**src/rtl/hsi_com_rx.sv**
```systemverilog
// Receive-side HSI deserializer: recovers odd-parity bytes from redundant lines com1/com2 and groups them into CCWs.
// Define HSI_RX_MAJORITY_EN for 2-of-3 majority bit sampling; default build uses one centre sample.
module hsi_com_rx #(
    parameter int OVS          = 48,
    parameter int WORD_BYTES   = 4,
    parameter int TIMEOUT_BITS = 20
) (
    input  logic       clk,
    input  logic       rst,
    input  logic       en,
    input  logic       com1,
    input  logic       com2,
    output logic [7:0] q,
    output logic       q_rdy,
    output logic       ccw_accepted,
    output logic       ccw_repeat_req,
    output logic       frame_err,
    output logic       busy,
    output logic       chan
);
    localparam int TW = $clog2(OVS + 1);
    localparam int GW = $clog2(TIMEOUT_BITS * OVS);
    localparam int BW = (WORD_BYTES > 1) ? $clog2(WORD_BYTES) : 1;
    localparam logic [TW-1:0] T_ONE   = TW'(1);
    localparam logic [TW-1:0] T_HALF  = TW'(OVS / 2);
    localparam logic [TW-1:0] T_FULL  = TW'(OVS);
    localparam logic [TW-1:0] T_FLUSH = TW'(OVS - 1);
    localparam logic [GW-1:0] G_LAST  = GW'(TIMEOUT_BITS * OVS - 1);
    localparam logic [BW-1:0] B_LAST  = BW'(WORD_BYTES - 1);

    typedef enum logic [2:0] {
        S_IDLE, S_START, S_DATA, S_PARITY, S_STOP, S_GAP, S_FLUSH
    } state_t;

    state_t      state;
    logic [1:0]  com1_sync, com2_sync;
    logic        com1_d, com2_d;
    logic        com1_s, com2_s;
    logic        fall1, fall2, line, line_fall, vote;
    logic [TW-1:0] timer;
    logic [GW-1:0] gap_cnt;
    logic [BW-1:0] byte_cnt;
    logic [2:0]  bit_cnt;
    logic [7:0]  shift;
    logic        par;

    assign com1_s    = com1_sync[1];
    assign com2_s    = com2_sync[1];
    assign fall1     = com1_d & ~com1_s;
    assign fall2     = com2_d & ~com2_s;
    assign line      = chan ? com2_s : com1_s;
    assign line_fall = chan ? fall2 : fall1;

    // Synchronizers reset to the idle-high level so release never looks like a start edge.
    always_ff @(posedge clk or posedge rst) begin
        if (rst) begin
            com1_sync <= 2'b11;
            com2_sync <= 2'b11;
            com1_d    <= 1'b1;
            com2_d    <= 1'b1;
        end else begin
            com1_sync <= {com1_sync[0], com1};
            com2_sync <= {com2_sync[0], com2};
            com1_d    <= com1_s;
            com2_d    <= com2_s;
        end
    end

    // Bit decisions are taken at centre+1 in both builds so latency does not depend on the vote mode.
`ifdef HSI_RX_MAJORITY_EN
    logic [1:0] hist;
    always_ff @(posedge clk or posedge rst) begin
        if (rst) hist <= 2'b11;
        else     hist <= {hist[0], line};
    end
    assign vote = (hist[1] & hist[0]) | (hist[1] & line) | (hist[0] & line);
`else
    logic hist;
    always_ff @(posedge clk or posedge rst) begin
        if (rst) hist <= 1'b1;
        else     hist <= line;
    end
    assign vote = hist;
`endif

    always_ff @(posedge clk or posedge rst) begin
        if (rst) begin
            state          <= S_IDLE;
            q              <= 8'h00;
            q_rdy          <= 1'b0;
            ccw_accepted   <= 1'b0;
            ccw_repeat_req <= 1'b0;
            frame_err      <= 1'b0;
            busy           <= 1'b0;
            chan           <= 1'b0;
            timer          <= '0;
            gap_cnt        <= '0;
            byte_cnt       <= '0;
            bit_cnt        <= '0;
            shift          <= 8'h00;
            par            <= 1'b0;
        end else begin
            q_rdy          <= 1'b0;
            ccw_accepted   <= 1'b0;
            ccw_repeat_req <= 1'b0;
            frame_err      <= 1'b0;
            if (!en) begin
                state    <= S_IDLE;
                byte_cnt <= '0;
                busy     <= 1'b0;
            end else begin
                case (state)
                    S_IDLE: begin
                        if (fall1 || fall2) begin
                            chan  <= ~fall1;
                            state <= S_START;
                            timer <= T_ONE;
                            busy  <= 1'b1;
                        end
                    end
                    S_START: begin
                        if (timer == T_HALF) begin
                            timer <= T_ONE;
                            if (vote) begin
                                state    <= S_IDLE;
                                busy     <= 1'b0;
                                byte_cnt <= '0;
                            end else begin
                                state   <= S_DATA;
                                bit_cnt <= '0;
                            end
                        end else begin
                            timer <= timer + T_ONE;
                        end
                    end
                    S_DATA: begin
                        if (timer == T_FULL) begin
                            timer <= T_ONE;
                            shift <= {vote, shift[7:1]};
                            if (bit_cnt == 3'd7) state <= S_PARITY;
                            else                 bit_cnt <= bit_cnt + 3'd1;
                        end else begin
                            timer <= timer + T_ONE;
                        end
                    end
                    S_PARITY: begin
                        if (timer == T_FULL) begin
                            timer <= T_ONE;
                            par   <= vote;
                            state <= S_STOP;
                        end else begin
                            timer <= timer + T_ONE;
                        end
                    end
                    S_STOP: begin
                        if (timer == T_FULL) begin
                            timer <= '0;
                            if (vote && (^{par, shift})) begin
                                q     <= shift;
                                q_rdy <= 1'b1;
                                if (byte_cnt == B_LAST) begin
                                    ccw_accepted <= 1'b1;
                                    byte_cnt     <= '0;
                                    state        <= S_IDLE;
                                    busy         <= 1'b0;
                                end else begin
                                    byte_cnt <= byte_cnt + 1'b1;
                                    gap_cnt  <= '0;
                                    state    <= S_GAP;
                                end
                            end else begin
                                frame_err      <= 1'b1;
                                ccw_repeat_req <= 1'b1;
                                byte_cnt       <= '0;
                                state          <= S_FLUSH;
                            end
                        end else begin
                            timer <= timer + T_ONE;
                        end
                    end
                    S_GAP: begin
                        if (line_fall) begin
                            state <= S_START;
                            timer <= T_ONE;
                        end else if (gap_cnt == G_LAST) begin
                            ccw_repeat_req <= 1'b1;
                            byte_cnt       <= '0;
                            state          <= S_IDLE;
                            busy           <= 1'b0;
                        end else begin
                            gap_cnt <= gap_cnt + 1'b1;
                        end
                    end
                    S_FLUSH: begin
                        // Only a full bit-time of idle line ends the flush; no resync inside a byte.
                        if (!line) begin
                            timer <= '0;
                        end else if (timer == T_FLUSH) begin
                            state <= S_IDLE;
                            busy  <= 1'b0;
                        end else begin
                            timer <= timer + T_ONE;
                        end
                    end
                    default: begin
                        state <= S_IDLE;
                        busy  <= 1'b0;
                    end
                endcase
            end
        end
    end
endmodule

```
**config.mk**
```make
export PLATFORM = sky130hd
export DESIGN_NAME = hsi_com_rx
export DESIGN_NICKNAME = d
export VERILOG_FILES = /design/src/rtl/hsi_com_rx.sv
export SDC_FILE = /design/constraint.sdc
export NUM_CORES = 1
export LEC_CHECK = 0
export BUFFER_PORTS_ARGS = -buffer_cell sky130_fd_sc_hd__buf_2
export CORE_UTILIZATION = 60
export CTS_CLUSTER_DIAMETER = 120
export CTS_CLUSTER_SIZE = 25
export DETAILED_ROUTE_END_ITERATION = 12
export MAX_ROUTING_LAYER = met4
export PLACE_DENSITY = 0.89
export SYNTH_ARGS = -nofsm -noshare
export SYNTH_HDL_FRONTEND = slang
export SYNTH_SLANG_ARGS = --single-unit
```
**constraint.sdc**
```tcl
create_clock -name clk -period 2.49 [get_ports clk]
set_input_delay 0.498 -clock clk [delete_from_list [all_inputs] [get_ports clk]]
set_output_delay 0.498 -clock clk [all_outputs]
set_load 0.02 [all_outputs]
```
Yosys cells after proc, flatten, opt, wreduce, memory -nomap -nowiden
Index checks and enable logic that the tools add are counted.
W data, S select, Z words.
{"block": "classes", "add_sub_neg": 4, "n_mul": 0, "div": 0, "magnitude_cmp": 0, "n_eq_ne": 40, "shifts": 0, "mux": 74, "n_bitwise": 5, "n_reduce_logical": 18}
{"operator": "$mux W3", "n": 17}
{"operator": "$mux W10", "n": 5}
{"operator": "$mux W6", "n": 7}
{"operator": "$ne A3 B3 Y1 const B", "n": 14}
{"operator": "$pmux W6 S6", "n": 1}
{"operator": "$mux W1", "n": 29}
{"operator": "$ne A2 B2 Y1 const B", "n": 12}
{"operator": "$pmux W3 S7", "n": 1}
{"operator": "$pmux W10 S2", "n": 1}
{"operator": "$mux W2", "n": 9}
{"operator": "$eq A3 B3 Y1 const B", "n": 4}
{"operator": "$eq A6 B6 Y1 const B", "n": 2}
{"operator": "$reduce_and A6 Y1", "n": 2}
{"operator": "$reduce_and A11 Y1", "n": 1}
{"operator": "$add A10 B1 Y10 const B", "n": 1}
{"operator": "$eq A10 B10 Y1 const B", "n": 1}
{"operator": "$reduce_and A3 Y1", "n": 3}
{"operator": "$reduce_and A9 Y1", "n": 1}
{"operator": "$reduce_xor A9 Y1", "n": 1}
{"operator": "$reduce_and A7 Y1", "n": 1}
{"operator": "$add A6 B1 Y6 const B", "n": 1}
{"operator": "$eq A3 B2 Y1 const B", "n": 2}
{"operator": "$eq A6 B5 Y1 const B", "n": 1}
{"operator": "$pmux W1 S6", "n": 1}
{"operator": "19 further kinds", "n": 23}
{"block": "word_totals", "reg_bits": 54, "latchBits": 0, "mem_bits_rw": 0, "rom_bits": 0, "inputBits": 5, "out_inout_bits": 14, "elab_cells": 160, "memories": 0}

Logic depth before layout (Yosys ltp)
Gate-level depths: netlist of the first run.
{"block": "depth", "depth_word": 6, "ltp_mapped": 8, "ltp_nobuf": 8}

Worst setup path after synthesis of the first run
Ideal clock, no wire load.
{"block": "synth_path", "kind": "flip-flop to flip-flop", "start": "register timer[0]", "end": "register state[2]", "setup_time_ps": 124, "t_arrival_ps": 1988, "setup_slack_ps": 379, "stages_incl_launch_ff": 9, "period_less_slack_ps": 2111, "path_cell_list": "dfrtp_1 > inv_1 > ha_1 > nand3b_2 > nor3_1 > o21ai_0 > a32o_1 > a211o_1 > a211o_1"}
{"block": "synth_between", "elab_chain_cells": 3, "word_cells_on_any_way": 9, "cone_classes": "eq/ne: 8; reduce/logical: 1"}
{"item": "start: declaration", "line_no": "40", "text": "logic [TW-1:0] timer;"}
{"item": "start signal: assignment", "line_no": "133", "text": "timer <= timer + T_ONE;"}
{"item": "start signal: assignment", "line_no": "143", "text": "timer <= timer + T_ONE;"}
{"item": "start signal: assignment", "line_no": "152", "text": "timer <= timer + T_ONE;"}
{"item": "$eq A6 B6 Y1, or another cell as far along", "line_no": "137, 147, 156"}
{"item": "$ne A3 B3 Y1 (no line)"}
{"item": "$reduce_and A9 Y1 (no line) (*)"}
{"item": "end signal: assignment", "line_no": "140", "text": "if (bit_cnt == 3'd7) state <= S_PARITY;"}
{"item": "end signal: assignment", "line_no": "150", "text": "state <= S_STOP;"}
{"item": "end signal: assignment", "line_no": "164", "text": "state <= S_IDLE;"}
{"item": "end: declaration", "line_no": "35", "text": "state_t state;"}
Mark *: on every way between the ends. The rest lies on a longest branch, timed or not.
A chain may end at the register's enable or synchronous reset.

Worst setup path after layout of the first run
{"block": "layout_path", "start": "register shift[6]", "end": "register busy"}
{"block": "layout_between", "elab_chain_cells": 4}
{"item": "start: declaration", "line_no": "44", "text": "logic [7:0] shift;"}
{"item": "start signal: assignment", "line_no": "139", "text": "shift <= {vote, shift[7:1]};"}
{"item": "$reduce_xor A9 Y1", "line_no": "158", "text": "if (vote && (^{par, shift})) begin"}
{"item": "$logic_and A1 B1 Y1", "line_no": "158"}
{"item": "$ne A3 B3 Y1 (no line)"}
{"item": "$reduce_and A11 Y1 (no line)"}
{"item": "end signal: assignment", "line_no": "165", "text": "busy <= 1'b0;"}
{"item": "end signal: assignment", "line_no": "189", "text": "busy <= 1'b0;"}
{"item": "end signal: assignment", "line_no": "200", "text": "busy <= 1'b0;"}
{"item": "end: declaration", "line_no": "18", "text": "output logic busy,"}
No other way between the ends.

==> results of run 1 <==
-- state kept, by name, indices dropped and copies added, names as in the netlist, 2 cells and up --
register and flops:
gap_cnt 10, q 8, shift 8, timer 6, bit_cnt 3, state 3, byte_cnt 2, com1_sync 2
com2_sync 2
-- metrics by stage --
stage | util | instance area (um^2) | std cells | hold WS (ns)
2_1_floorplan | - | 2912 | 280 | 0.3452
3_3_place_gp | 0.6914 | 3114 | 350 | 0.3470
3_5_place_dp | 0.6914 | 3114 | 350 | 0.3481
4_1_cts | 0.7136 | 3214 | 358 | 0.2608
5_1_grt | 0.7136 | 3214 | 358 | 0.2529
6_report | 0.7136 | 3214 | 358 | 0.2456
-- where the power goes --
group / internal, mW / switching (mW) / total [mW]
sequential: 0.962 / 0.116 / 1.08
clock: 0.230 / 0.303 / 0.532
combinational: 0.221 / 0.313 / 0.535
-- final timing paths --
kind | slack [ns] | from | depth (start not counted) | to
max | 0.17 | shift[6] | 6 | busy
min | 0.25 | rst | 2 | q[5]
max reg2reg | 0.17 | shift[6] | 6 | busy
min reg2reg | 0.36 | com2_sync[0] | 0 | com2_sync[1]
max in group asynchronous | 1.62 | rst | 3 | com2_sync[0]
min in group clk | 0.27 | com2 | 1 | com2_sync[0]
-- worst reg2reg max path, delay by kind of cell (launching register included) --
family / cells / cell delay, ns
AND/OR/NAND/NOR: 1 / 0.12
AO/OA/AOI/OAI: 2 / 0.71
XOR/XNOR: 3 / 0.92
flip-flops: 1 / 0.45
-- area by class of cell --
cell class,count,area [um^2],share of cell area
Sequential cell,54,1360,0.4231
Inverter,15,56.30,0.01752
Clock buffer,6,82.58,0.02569
Clock inverter,2,17.52,0.005450
Tap cell,52,65.06,0.02024
Timing Repair Buffer,29,185.2,0.05761
Multi-Input combinational cell,200,1448,0.4504
-- per-layer routing --
layer	part of all wire	track usage
met1	0.45	0.3675
met4	0.023	0.1089
met5	0	-
met2	0.47	0.4025
met3	0.053	0.04219
-- cell usage in the layout (no fill, tap or decap), types with 5 or more instances in the layout --
cell      count
dfrtp_1      47
mux2_2       20
o21ai_0      20
nand2_1      19
buf_2        18
nor2_1       15
inv_1        14
buf_4        10
nand3_1       9
o31ai_1       9
nor3_1        8
a21oi_1       7
nand4_1       7
dfstp_2       7
nand2b_1      6
and3_1        6
ha_1          6
clkbuf_8      6
o22ai_1       5
-- logic make-up (layout without fill, tap and decap cells) --
group / Yosys count / in the layout / synth area share
AOI/OAI and AO/OA: 71 / 71 / 0.1659
xor gates and xnor gates: 7 / 7 / 0.03137
DFF: 54 / 54 / 0.4671
and+or+nand+nor: 92 / 92 / 0.1788
muxes: 24 / 24 / 0.09540
adders and majority gates: 6 / 6 / 0.02578
buffers and inverters: 26 / 52 / 0.03566
==> run summary, run 1 <==
Startpoint Class - flip-flop
Synthesized area - 0.002912 mm^2
WL final - 6.032 mm
Synth area leaders - dfrtp_1 40%, mux2_2 7.7%, dfstp_2 6.3%, o21ai_0 3.4%, ha_1 2.6%
Via density - 6.402
H-tree Lvls - 2
Worst Path Required - 2.67 ns
Top FF cell, synth - dfrtp_1
Area grow syn2layout - 10.40%
Post-CTS Resized - 0
Crit path DAT - 2.50 ns
Post-synth top cells - 47 x dfrtp_1, 20 x mux2_2, 20 x o21ai_0
Post-synth EDFFs - 0
Hold buffer count at CTS - 0
DRT antenna net count - 0
Initial Util - 0.6464
RSZ-0062 raised after global routing - false
Minimum clock period - 2.323 ns
Die X - 71.66 um
Final hold vios - 0
CTS Sinks - 54
Tightest Hold Check Type - in -> async
Worst IR drop on VDD - 0.5023 mV
Antenna violations before repair - 0
Yosys top cell by area - dfrtp_1
Status - complete, no violations
Dpl ws - 0.2231 ns
Clock root buffer - clkbuf_8
Flops & latches, synth - 54
GP Congestion - 1.035
Synth Instances - 280
Mean area per synthesized cell - 10.40 um^2
Die area - 0.005135 mm^2
Clock Skew - 0.007564 ns
Ant diodes - 0
Pin count of the biggest net entering global routing - 30
Fin. max-slew vios - 0
Share of post-route cells with drive strength above 1 - 0.2418
Cell Rows - 24
Seq/Total Area, Yosys - 0.4671
Final Cycle Share - 0.9329
Leak - 1.517 nW
Iteration count of the initial detailed-routing pass - 5
# setup viols final - 0
WP buf/inv - 0
Gr usage total - 0.2685
Initial DRC count - 145
Async S/R FF share, synth - 1.000
Yosys Warn Count - 0
Distinct cells, synth - 59
Synth top area share - 0.4040
Post-DR wirelength/cell - 16.85 um
Final Total Pwr - 2.145 mW
Critical-path top delay cell - a2111oi_0
Power density cells - 667.4 mW/mm^2
IO Pins - 19
Post-CTS setup buffers - 0
DR DRC count - 0
TritonCTS clock tree - yes
Crit Path Class - reg -> reg
Rel. slew slack - 0.5755
TritonCTS buffer count - 5
Fin worst setup slack - 0.1670 ns
# port buffers - 18
Later-pin clock latency in the skew report - 0.32 ns
Max Cap Viol - 0
NumNets Final - 316
Syn_nets - 291
Crit path max fanout - 4
CP delay by family, top - XOR/XNOR gates
Worst-Margin Slew - 0.6309 ns
Worst path cell trace - xor2_1 -> xnor3_2 -> xnor2_1 -> nand3_1 -> a2111oi_0 -> o22ai_1
Crit path largest cell delay - 0.57 ns
F_max - 430.5 MHz
Via count - 2292
Most frequent cell after synthesis - dfrtp_1
Congestion Overflow GR - 0
Worst-path clk slew - 0.10 ns
Clock tree buffer depth - 2
FILL cells - 308
Crit end category - flip-flop
Core Region - 0.004504 mm^2
Setup_tns - 0 ns
Vias in the first global route - 2168
First-pass GRT wire length - 10.29 mm
DIE HEIGHT - 71.66 um
Dpl hpwl - 4.396 mm
No activity file was read; power rests on OpenSTA's default activity.
==> run 2: changes to the inputs <==
Settings changed: CORE_MARGIN from default to 3, CTS_CLUSTER_DIAMETER 120 to 200.
==> run 2 against run 1 <==
Count of clock-buffer cells in the layout is 1 lower. Die area grew 11%. Global-route usage decreased by 1.7 points. Final cell count stayed put. Highest routed layer unchanged. Flip-flop and latch count is the same. Routed wire length up 1.9%. Clock skew increased by 0.0060 ns. Sequential share of layout area hardly changed. Combinational power increased by 7.1%. Largest power group unchanged.
==> run summary, run 2 (synthesis gave the netlist of run 1 again) <==
R2R Path End - busy
Minimum clock period - 2.435 ns
FILL cells - 303
F_max - 410.8 MHz
Clock tree buffer depth - 2
Clock Skew - 0.01360 ns
Critical path endpoint - busy
First-pass GRT wire length - 10.57 mm
Final Total Pwr - 2.247 mW
Crit path DAT - 2.60 ns
Crit path max fanout - 4
Register name with the most flops - gap_cnt
TritonCTS clock tree - yes
Fin. max-slew vios - 0
Ant diodes - 0
Gr usage total - 0.2510
Clock root buffer - clkbuf_8
Core Region - 0.004504 mm^2
Worst Path Required - 2.65 ns
Initial Util - 0.6464
Share of post-route cells with drive strength above 1 - 0.2418
Area grow syn2layout - 10.44%
Non-filler cells, final - 358
H-tree Lvls - 2
WL final - 6.147 mm
Cell Rows - 24
DIE HEIGHT - 75.66 um
GP Congestion - 0.8832
Crit path from - shift[6]
Max Cap Viol - 0
Max reg flops - 10
Congestion Overflow GR - 0
Rel. slew slack - 0.5575
WP buf/inv - 0
Via density - 6.640
Pin count of the biggest net entering global routing - 20
DRT antenna net count - 0
Vias in the first global route - 2226
DR DRC count - 0
Most frequent cells in the layout - 47 x dfrtp_1, 20 x mux2_2, 20 x o21ai_0
Power density cells - 698.8 mW/mm^2
Leak - 1.519 nW
Biggest regs - gap_cnt (10), q (8), shift (8)
Worst-Margin Slew - 0.6577 ns
Dpl hpwl - 4.370 mm
Crit Path Class - reg -> reg
Die area - 0.005724 mm^2
Final Cycle Share - 0.9777
Crit end category - flip-flop
Worst IR drop on VDD - 0.4714 mV
NumNets Final - 316
Critical-path top delay cell - a2111oi_1
Crit path largest cell delay - 0.59 ns
WP depth - 6
Worst path cell trace - xor2_1 -> xnor3_2 -> xnor2_1 -> nand3_1 -> a2111oi_1 -> o22ai_1
Post-CTS setup buffers - 0
FF-to-FF path depth - 6
Hold buffer count at CTS - 0
Worst-path clk slew - 0.10 ns
R2R setup slack - 0.06 ns
Post-DR wirelength/cell - 17.17 um
Via count - 2377
Antenna violations before repair - 0
Final hold vios - 0
Iteration count of the initial detailed-routing pass - 5
Die X - 75.66 um
Status - complete, no violations
Initial DRC count - 324
IO Pins - 19
Setup_tns - 0 ns
TritonCTS buffer count - 5
CTS Sinks - 54
Post-CTS Resized - 0
Placed Instances - 350
# port buffers - 18
Most common cell after layout, fill and taps aside - dfrtp_1
CP delay by family, top - XOR/XNOR gates
Worst R2R Start - shift[6]
Later-pin clock latency in the skew report - 0.31 ns
Tightest Hold Check Type - in -> async
# setup viols final - 0
Startpoint Class - flip-flop
==> run 2: power by group <==
| part | total (mW) | switching [mW] | internal [mW] |
|---|---|---|---|
| Clock | 0.602 | 0.300 | 0.302 |
| Combinational | 0.573 | 0.343 | 0.230 |
| Sequential | 1.07 | 0.109 | 0.963 |
==> run 2: through the flow <==
stage	setup slack [ns]	hold WS, ns	instance area (um^2)	utilization
3_5_place_dp	0.1449	0.3488	3102	0.6886
4_1_cts	0.1249	0.1741	3214	0.7136
2_1_floorplan	0.3785	0.3452	2912	-
5_1_grt	-0.06658	0.1828	3216	0.7139
3_3_place_gp	0.2015	0.3490	3102	0.6886
6_report	0.05549	0.1596	3216	0.7139
==> run 2: cell type report <==
class / instances / area (um^2) / share of cell area
multi-input cells: 200 / 1449 / 0.4506
flip-flops and latches: 54 / 1360 / 0.4230
repair buffers: 29 / 172.7 / 0.05370
clock buffers: 5 / 68.82 / 0.02140
well taps: 52 / 65.06 / 0.02023
inverters: 15 / 56.30 / 0.01751
clock inverters: 3 / 43.79 / 0.01362
==> run 2: worst min path at each step <==
stage | from | to | slack (ns)
after floorplan | com1_sync[0] | com1_sync[1] | 0.35
after global placement | com1_sync[0] | com1_sync[1] | 0.35
after detailed placement | com1_sync[0] | com1_sync[1] | 0.35
after CTS | rst | q[1] | 0.17
after global routing | rst | state[1] | 0.18
final | rst | q[5] | 0.16
==> run 2: routing by layer <==
layer / up-vias / global-route usage / part of all wire
li1: 1085 / - / -
met1: 1149 / 0.3305 / 0.44
met2: 122 / 0.3816 / 0.45
met3: 21 / 0.05277 / 0.074
met4: 0 / 0.09709 / 0.031
met5: - / - / 0
==> run 3: changes to the inputs <==
Settings changed: PLACE_DENSITY 0.89 to 0.9.
==> run 3 against run 2 <==
The flow now finishes with violations (negative setup slack). Register-to-register slack got worse by 0.11 ns. Count of clock-buffer cells in the layout increased by 1. Setup slack lost 0.11 ns. Sequential power about the same.
==> run summary, run 3 (synthesis gave the netlist of run 1 again) <==
Fin worst setup slack - -0.05486 ns
Post-CTS setup buffers - 0
H-tree Lvls - 2
Crit path DAT - 2.70 ns
Clock root buffer - clkbuf_8
DR DRC count - 0
Power density cells - 699.0 mW/mm^2
Met2 Resource Use GR - 0.3969
Later-pin clock latency in the skew report - 0.31 ns
TritonCTS clock tree - yes
Antenna violations before repair - 0
WL final - 6.187 mm
# port buffers - 18
Crit path max fanout - 4
Initial Util - 0.6464
Max reg flops - 10
Status - finished, violations left
Pint - 1.520 mW
Initial DRC count - 232
Failing checks - negative setup slack
Crit end category - flip-flop
Die X - 75.66 um
DIE HEIGHT - 75.66 um
Final Total Pwr - 2.257 mW
Startpoint Class - flip-flop
First-pass GRT wire length - 10.21 mm
Via count - 2385
Die area - 0.005724 mm^2
Rel. slew slack - 0.4485
Worst-path clk slew - 0.10 ns
Gr usage total - 0.2404
Fin. max-slew vios - 0
Hold buffer count at CTS - 0
Setup_tns - -0.05486 ns
Iteration count of the initial detailed-routing pass - 5
Grt met3 use - 0.04485
Post-DR wirelength/cell - 17.28 um
Clock tree buffer depth - 2
Most common cell after layout, fill and taps aside - dfrtp_1
GP Congestion - 0.9403
Worst IR drop on VDD - 0.4714 mV
Minimum clock period - 2.545 ns
Worst Path Required - 2.64 ns
Sw Share - 0.3267
IO Pins - 19
Max Cap Viol - 0
Placed Area - 0.003102 mm^2
Cell Rows - 24
Congestion Overflow GR - 0
Tightest Hold Check Type - in -> async
Finished Cell Area - 0.003229 mm^2
Clock power frac - 0.272
Register name with the most flops - gap_cnt
Via density - 6.662
Most frequent cells in the layout - 47 x dfrtp_1, 20 x mux2_2, 20 x o21ai_0
Crit Path Class - reg -> reg
Sequential Power Share - 0.476
Final Cycle Share - 1.022
Worst-Margin Slew - 0.8064 ns
Met1 Use GR - 0.3081
Pin count of the biggest net entering global routing - 21
Sw Pwr - 737.4 uW
Core Region - 0.004504 mm^2
# setup viols final - 1
Clock Skew - 0.01534 ns
CTS Sinks - 54
Final hold vios - 0
Biggest regs - gap_cnt (10), q (8), shift (8)
Leak - 1.521 nW
Area grow syn2layout - 10.92%
Vias in the first global route - 2161
Dpl hpwl - 4.440 mm
NumNets Final - 316
Comb power frac - 0.252
Share of post-route cells with drive strength above 1 - 0.2418
Ant diodes - 0
Post-CTS Resized - 0
Gr busiest metal - met2
DRT antenna net count - 0
F_max - 392.9 MHz
TritonCTS buffer count - 5
R2R setup slack - -0.05 ns
[run 3: changes by cell type in the layout (fill, tap and decap cells not counted)]
cell       previous run  this run
a2111oi_1             1         0
nor3b_2               1         0
nor3b_4               0         1
clkbuf_8              5         6
a2111oi_0             1         2
clkinv_2              1         0
[run 3: final timing paths]
path	cells past startpoint	start	endpoint
setup / recovery	6	shift[6]	busy
setup reg to reg	6	shift[6]	busy
hold reg to reg	0	com1_sync[0]	com1_sync[1]
min in group clk	1	com2	com2_sync[0]
max in group asynchronous	3	rst	timer[1]
hold / removal	2	rst	ccw_accepted
[run 3: area by class of cell]
cell class / count / area (um^2)
multi-input cells: 200 / 1454
fillers: 307 / 1275
repair buffers: 29 / 172.7
clock inverters: 2 / 38.79
inverters: 15 / 56.30
well taps: 52 / 65.06
flip-flops and latches: 54 / 1360
clock buffers: 6 / 82.58
[run 3: worst max-delay path, stage by stage (launching register included)]
cell	delay, ns
dfrtp_1	0.44
xor2_1	0.18
xnor3_2	0.53
xnor2_1	0.23
nand3_1	0.12
a2111oi_0	0.77
o22ai_1	0.13
[run 3: routing by layer]
| metal | up-vias | wire (um) |
|---|---|---|
| met5 | - | 0 |
| met1 | 1166 | 2621 |
| met2 | 117 | 3051 |
| li1 | 1090 | - |
| met4 | 0 | 67 |
| met3 | 12 | 447 |
[run 3: metrics by stage]
stage                       util  hold slack, ns  setup WS, ns  instances
final                     0.7169          0.1490      -0.05486        358
after global routing      0.7169          0.1752       -0.1482        358
after floorplan                -          0.3452        0.3785        280
after detailed placement  0.6886          0.3517        0.1763        350
after CTS                 0.7156          0.1632        0.1381        358
after global placement    0.6886          0.3507        0.2517        350
[run 3: power groups by stage]
stage	logic (mW)	registers, mW	clock network, mW
floorplan	0.434	1.04	0
global placement	0.522	1.08	0
detailed placement	0.547	1.08	0
CTS	0.551	1.07	0.631
global route	0.616	1.09	0.668
finish	0.569	1.07	0.614
